$ cat src/rtl/hps_uart1_rx.sv
// HPS UART1 fabric receiver: 8-bit LSB-first frames, 16x oversampling, FWFT byte FIFO.
// Define UART_RX_PARITY_EN for 8E1 frames; the default build is 8N1.
module hps_uart1_rx #(
   parameter int unsigned BAUD_DIV = 54,
   parameter int unsigned FIFO_AW  = 4
) (
   input  logic               i_clk,
   input  logic               i_rst,
   input  logic               i_rx,
   output logic [7:0]         o_data,
   output logic               o_valid,
   input  logic               i_ready,
   output logic               o_frame_err,
   output logic               o_parity_err,
   output logic               o_overrun,
   output logic [FIFO_AW:0]   o_count
);

   localparam int unsigned DEPTH = 2 ** FIFO_AW;
   localparam int unsigned BW    = $clog2(BAUD_DIV);

   typedef enum logic [2:0] {
      S_IDLE,
      S_START,
      S_DATA,
`ifdef UART_RX_PARITY_EN
      S_PARITY,
`endif
      S_STOP
   } state_t;

   state_t              r_state;
   state_t              w_next;

   logic                r_sync1;
   logic                r_rx_s;
   logic                r_rx_q;

   logic [BW-1:0]       r_baud_cnt;
   logic                w_tick;
   logic [3:0]          r_samp;
   logic                w_mid;

   logic [2:0]          r_bit_idx;
   logic [7:0]          r_shift;

   logic                w_start;
   logic                w_shift;
   logic                w_push;
   logic                w_ferr;

   logic                r_frame_err;
   logic                r_overrun;

   logic [7:0]          r_mem [DEPTH];
   logic [FIFO_AW-1:0]  r_wr_ptr;
   logic [FIFO_AW-1:0]  r_rd_ptr;
   logic [FIFO_AW:0]    r_count;
   logic                w_full;
   logic                w_pop;
   logic                w_wr;

   always_ff @(posedge i_clk or posedge i_rst) begin
      if (i_rst) begin
         r_sync1 <= 1'b1;
         r_rx_s  <= 1'b1;
         r_rx_q  <= 1'b1;
      end else begin
         r_sync1 <= i_rx;
         r_rx_s  <= r_sync1;
         r_rx_q  <= r_rx_s;
      end
   end

   assign w_tick = (r_baud_cnt == BW'(BAUD_DIV - 1));

   always_ff @(posedge i_clk or posedge i_rst) begin
      if (i_rst) begin
         r_baud_cnt <= '0;
      end else if (w_start || w_tick) begin
         r_baud_cnt <= '0;
      end else begin
         r_baud_cnt <= r_baud_cnt + 1'b1;
      end
   end

   always_ff @(posedge i_clk or posedge i_rst) begin
      if (i_rst) begin
         r_samp <= '0;
      end else if (w_next != r_state) begin
         r_samp <= '0;
      end else if (w_tick) begin
         r_samp <= r_samp + 1'b1;
      end
   end

   // Count restarts at the start-bit midpoint, so later mid-bits fall on the 16th tick.
   assign w_mid = w_tick && (r_samp == 4'd15);

`ifdef UART_RX_PARITY_EN
   logic w_perr;
   logic r_par_bad;
   logic r_parity_err;
`endif

   always_ff @(posedge i_clk or posedge i_rst) begin
      if (i_rst) begin
         r_state <= S_IDLE;
      end else begin
         r_state <= w_next;
      end
   end

   always_comb begin
      w_next  = r_state;
      w_start = 1'b0;
      w_shift = 1'b0;
      w_push  = 1'b0;
      w_ferr  = 1'b0;
`ifdef UART_RX_PARITY_EN
      w_perr  = 1'b0;
`endif
      case (r_state)
         S_IDLE: begin
            if (r_rx_q && !r_rx_s) begin
               w_next  = S_START;
               w_start = 1'b1;
            end
         end
         S_START: begin
            if (w_tick && (r_samp == 4'd7)) begin
               w_next = r_rx_s ? S_IDLE : S_DATA;
            end
         end
         S_DATA: begin
            if (w_mid) begin
               w_shift = 1'b1;
               if (r_bit_idx == 3'd7) begin
`ifdef UART_RX_PARITY_EN
                  w_next = S_PARITY;
`else
                  w_next = S_STOP;
`endif
               end
            end
         end
`ifdef UART_RX_PARITY_EN
         S_PARITY: begin
            if (w_mid) begin
               w_next = S_STOP;
            end
         end
`endif
         S_STOP: begin
            if (w_mid) begin
               w_next = S_IDLE;
               if (!r_rx_s) begin
                  w_ferr = 1'b1;
`ifdef UART_RX_PARITY_EN
               end else if (r_par_bad) begin
                  w_perr = 1'b1;
`endif
               end else begin
                  w_push = 1'b1;
               end
            end
         end
         default: w_next = S_IDLE;
      endcase
   end

   always_ff @(posedge i_clk or posedge i_rst) begin
      if (i_rst) begin
         r_bit_idx <= '0;
         r_shift   <= '0;
      end else if (w_start) begin
         r_bit_idx <= '0;
      end else if (w_shift) begin
         r_shift[r_bit_idx] <= r_rx_s;
         r_bit_idx          <= r_bit_idx + 1'b1;
      end
   end

`ifdef UART_RX_PARITY_EN
   // Even parity: line bit must equal the XOR of the eight data bits.
   always_ff @(posedge i_clk or posedge i_rst) begin
      if (i_rst) begin
         r_par_bad    <= 1'b0;
         r_parity_err <= 1'b0;
      end else begin
         r_parity_err <= w_perr;
         if (w_start) begin
            r_par_bad <= 1'b0;
         end else if ((r_state == S_PARITY) && w_mid) begin
            r_par_bad <= r_rx_s ^ (^r_shift);
         end
      end
   end
   assign o_parity_err = r_parity_err;
`else
   assign o_parity_err = 1'b0;
`endif

   assign w_full = (r_count == (FIFO_AW + 1)'(DEPTH));
   assign w_pop  = o_valid && i_ready;
   assign w_wr   = w_push && (!w_full || w_pop);

   always_ff @(posedge i_clk) begin
      if (w_wr) begin
         r_mem[r_wr_ptr] <= r_shift;
      end
   end

   always_ff @(posedge i_clk or posedge i_rst) begin
      if (i_rst) begin
         r_wr_ptr <= '0;
         r_rd_ptr <= '0;
         r_count  <= '0;
      end else begin
         if (w_wr) begin
            r_wr_ptr <= r_wr_ptr + 1'b1;
         end
         if (w_pop) begin
            r_rd_ptr <= r_rd_ptr + 1'b1;
         end
         case ({w_wr, w_pop})
            2'b10:   r_count <= r_count + 1'b1;
            2'b01:   r_count <= r_count - 1'b1;
            default: r_count <= r_count;
         endcase
      end
   end

   always_ff @(posedge i_clk or posedge i_rst) begin
      if (i_rst) begin
         r_frame_err <= 1'b0;
         r_overrun   <= 1'b0;
      end else begin
         r_frame_err <= w_ferr;
         r_overrun   <= w_push && w_full && !w_pop;
      end
   end

   assign o_valid     = (r_count != '0);
   assign o_data      = o_valid ? r_mem[r_rd_ptr] : '0;
   assign o_count     = r_count;
   assign o_frame_err = r_frame_err;
   assign o_overrun   = r_overrun;

endmodule
$ cat config.mk
export PLATFORM = sky130hd
export DESIGN_NAME = hps_uart1_rx
export DESIGN_NICKNAME = d
export VERILOG_FILES = /design/src/rtl/hps_uart1_rx.sv
export SDC_FILE = /design/constraint.sdc
export NUM_CORES = 1
export LEC_CHECK = 0
export CAP_MARGIN = 10
export CELL_PAD_IN_SITES_DETAIL_PLACEMENT = 0
export CELL_PAD_IN_SITES_GLOBAL_PLACEMENT = 1
export CORE_UTILIZATION = 55
export DETAILED_ROUTE_END_ITERATION = 8
export GPL_ROUTABILITY_DRIVEN = 0
export PLACE_DENSITY_LB_ADDON = 0.08
export SLEW_MARGIN = 20
export SYNTH_ARGS = -nofsm -noshare
export SYNTH_HDL_FRONTEND = slang
export SYNTH_SLANG_ARGS = --single-unit
$ cat constraint.sdc
create_clock -name i_clk -period 6.14 [get_ports i_clk]
set_input_delay 1.842 -clock i_clk [delete_from_list [all_inputs] [get_ports i_clk]]
set_output_delay 1.842 -clock i_clk [all_outputs]
set_load 0.02 [all_outputs]
After elaboration in Yosys (flattened, before gate mapping)
Memory sizes are Yosys's and may differ from the RTL's.
Index checks and enable logic that the tools add are counted.
- bits in registers: 42
- latch bits: 0
- bits in writable memories: 128
- memory bits (read-only): 0
- input port bits: 4
- output and inout port bits: 17
- logic and storage cells: 83
- memories: 1
- memory list (name ; words ; bits a word ; rd ports ; clocked after memory_dff ; write ports ; RTL line ; text):
    r_mem ; 16 ; 8 ; 1 ; 0 ; 1 ; 55 ; logic [7:0] r_mem [DEPTH];
- $add $sub $neg: 7
- multiply operators: 0
- div/mod/pow operators: 0
- magnitude comparators: 2
- eq/ne operators: 11
- shift-type cells: 0
- muxes and demuxes: 29
- bitwise logic cells: 1
- reduce and logical (&&, ||, !) cells: 19
- operator list (operator ; count):
    $mux 3 ; 7
    $mux 1 ; 13
    $add 4x1->4 const B ; 3
    $pmux 3 s4 ; 1
    $pmux 5 s2 ; 1
    $bwmux 8 ; 1
    $logic_and 1x1->1 ; 8
    $mux 4 ; 2
    $mux 8 ; 1
    $add 6x1->6 const B ; 1
    $eq 3x2->1 const B ; 2
    $eq 6x6->1 const B ; 1
    $mux 6 ; 1
    $reduce_bool 2->1 ; 3
    $add 5x1->5 const B ; 1
    $eq 5x5->1 const B ; 1
    $reduce_bool 5->1 ; 1
    $sub 5x1->5 const B ; 1
    $eq 4x3->1 const B ; 1
    $eq 4x4->1 const B ; 1
    $lt 3x4->1 const B ; 1
    $add 3x1->3 const B ; 1
    $demux 1 s3 ; 1
    $eq 3x1->1 const B ; 1
    11 further kinds ; 14

Logic depth before layout (Yosys ltp)
- depth in word-level cells: 7
- mapped depth: 11
- gate-level depth less buffers: 11

Least setup slack after synthesis
No wires, ideal clock.
- kind: flip-flop to output port
- from: register r_rd_ptr[0]
- to: output port o_data[3]
- data arrival time: 1699 ps
- data required time: 4298 ps
- path slack: 2599 ps
- cell stages (with the launch flop): 6
- buffers on the path: 2
- path through: dfrtp_1 -> buf_2 -> buf_2 -> mux4_2 -> a22oi_1 -> a21oi_1
- cells in the longest elaborated chain, start to end: 2
- RTL lines (what ; RTL line ; text):
    start, declared ; 57 ; logic [FIFO_AW-1:0] r_rd_ptr;
    start signal, assigned ; 224 ; r_rd_ptr <= r_rd_ptr + 1'b1;
    $mem_v2 16x8 ; - ;
    $mux 8 ; 245 ; assign o_data = o_valid ? r_mem[r_rd_ptr] : '0;
    end, declared ; 10 ; output logic [7:0] o_data,
Every way passes these cells.

Worst setup path in the final report
- from: register r_rd_ptr[0]
- to: output port o_data[2]
The elaborated chain is that of the path after synthesis.

==> key figures <==
Synthesis
  – Asr flop ratio synth: 0.247
  – Synth Cell Area: 7030 um2
  – #FFs+latches synth: 170
  – Post-Synthesis Cells: 414
  – Most frequent cell after synthesis: edfxtp_1
  – Sequential element share of the synthesized area: 0.697
  – Top cell type's share of synthesized area: 0.547
  – Most common flop cell mapped by yosys: edfxtp_1
  – Synth area leader: edfxtp_1
  – Syn Area/Cell: 17.0 um2
  – Most frequent cells after synthesis: 128 x edfxtp_1, 39 x dfrtp_1, 33 x nor2_1
  – Library cells used by synthesis: 50
  – Top cells by area, synth: edfxtp_1 55%, dfrtp_1 14%, mux4_2 10%
  – Post-synth EDFFs: 128
  – Ys Warns: 0

GRT
  – First-pass GRT wire length: 20,300 um
  – GRT Residual Overflow: 0
  – Number of global-route vias before repair: 3,687
  – Largest net degree at the start of global routing: 43
  – Initial antenna violation count: 0
  – Global-route usage over all layers: 0.219

Clock tree
  – Clk pin slew, worst setup/hold paths: 60 ps
  – CTS tree: done
  – CTS buffer count: 17
  – Clk_lat worst skew: 420 ps
  – Clock Root Buffer: clkbuf_16
  – Max H-tree Level: 4
  – CTS sink count: 170
  – Hold buffer count at CTS: 0
  – Buffer count from post-CTS setup fixing: 0
  – Resize count post-CTS: 0
  – CTS Buffer Depth: 2

Layout
  – Ant diodes: 0
  – Layout cells sized above 1: 0.181
  – Core Util, Final: 0.648
  – Final Non-Filler Cells: 620
  – Nets: 459
  – P&R area growth vs syn: 12.7%

Floorplan
  – Die area: 13,200 um2
  – Core area: 12,200 um2
  – Initial core utilization: 0.575
  – Die width: 115 um
  – I/O pin total: 21
  – Die Ht: 115 um
  – Row count: 40

Status
  – Status: finished clean

Critical path
  – R2R Setup Slk: 3200 ps
  – Worst Setup Path Type: register to output pin
  – Crit. End Element: output pin
  – Crit Path Max Fanout: 19
  – CP startpoint kind: register
  – CP required: 4300 ps
  – WP data arrival: 3060 ps

Timing
  – Max Slew Vio Count: 0
  – Min cycle time layout: 4900 ps
  – Period utilization: 0.798
  – Fin Hold WS: 355 ps
  – Final Hold Vio Count: 0
  – Tightest Pin Transition: 983 ps
  – Fin Setup TNS: 0 ps
  – Final setup viols: 0
  – Slew headroom: 0.342
  – Fmax: 204 MHz
  – Unrepaired setup endpoints after global routing: no
  – Setup Skew: 5.60 ps

Flow run
  – Max Cap Violations: 0

Route
  – Via density: 5.73
  – Initial DRC count: 288
  – Drt pass-1 iters: 5
  – Drt total wl: 12,700 um
  – Vias: 3,553
  – DRC errors left: 0
  – Antenna-violating nets left: 0
  – Wire length per cell: 20.6 um

Min path
  – Hold Crit Class: register to register

Place
  – Placed Cells: 590
  – IO Port Bufs: 19
  – Half-perimeter wire length after placement: 8270 um

Power and ir drop
  – Pwr/cell area: 351 nW/um2
  – P_leak: 0.00308 uW
  – Worst vdd ir: 0.221 mV
-- report_power, final --
group          leakage [uW]  internal [uW]  switching, uW
combinational      0.000805            222            202
sequential          0.00202           1270            137
clock              0.000248            546            400
-- state kept, by name, indices dropped and copies added (netlist names) --
register	cells
r_mem	128
r_shift	8
o_count	5
r_baud_cnt	6
o_frame_err	1
r_samp	4
r_bit_idx	3
r_wr_ptr	4
o_overrun	1
r_rx_s	1
r_rx_q	1
r_rd_ptr	4
r_sync1	1
r_state	3
-- cells in the final DEF, fill, tap and decap left out, drive strengths merged, types with 4 or more instances in the layout --
cell / instances
a21oi: 10
a22oi: 16
buf: 4
clkbuf: 20
clkdlybuf4s50: 19
clkinv: 8
dfrtp: 39
edfxtp: 128
ha: 13
inv: 11
mux2: 10
mux4: 32
nand2: 27
nand2b: 4
nand3: 5
nand4: 6
nor2: 35
nor3: 6
o21ai: 7
xnor2: 14
xor2: 4
-- per-layer routing --
layer / track usage / up-vias / share of wire
met4: 0.101 / 0 / 0.021
met3: 0.0459 / 20 / 0.059
met1: 0.310 / 1788 / 0.44
met2: 0.331 / 104 / 0.48
li1: - / 1641 / -
met5: 0 / - / 0
-- kinds of logic (layout without fill, tap and decap cells) --
logic type,after synthesis,count (layout),share of synthesized area
DFF,170,170,0.697
adders and majority gates,14,14,0.0260
and+or+nand+nor,99,99,0.0712
muxes,45,45,0.124
xor gates and xnor gates,18,18,0.0224
buffers and inverters,28,65,0.0167
AOI/OAI and AO/OA,39,39,0.0420
other,1,2,0.000534
-- final cells by class --
class / count / area, um2
clock inverter: 10 / 80.1
clock buffer: 20 / 437
multi-input combinational: 217 / 2020
timing repair buffer: 23 / 220
tap: 168 / 210
sequential: 170 / 4900
inverter: 12 / 45.0
fill: 888 / 4290
-- critical path, cell delays in order, from the launching register on --
cell and delay [ps]:
dfrtp_2 750, buf_4 430, mux4_2 540, a22oi_1 260, a21oi_1 100, clkdlybuf4s50_1 550
-- per-stage QoR --
step / power, uW / instance area, um2 / setup slack, ps
2_1_floorplan: 1750 / 7030 / 2600
3_3_place_gp: 1860 / 7390 / 1590
3_5_place_dp: 1860 / 7400 / 1610
4_1_cts: 2810 / 7920 / 1150
5_1_grt: 2900 / 7920 / 1020
6_report: 2780 / 7920 / 1240
-- worst paths after layout --
check,cells past startpoint,startpoint,to
setup / recovery,5,r_rd_ptr[0],o_data[2]
hold / removal,0,r_sync1,r_rx_s
setup reg to reg,5,r_rx_s,r_mem[14][6]
hold reg to reg,0,r_sync1,r_rx_s
max in group asynchronous,3,i_rst,r_rd_ptr[1]
min in group asynchronous,3,i_rst,o_count[4]
(Power assumes the default switching activity.)
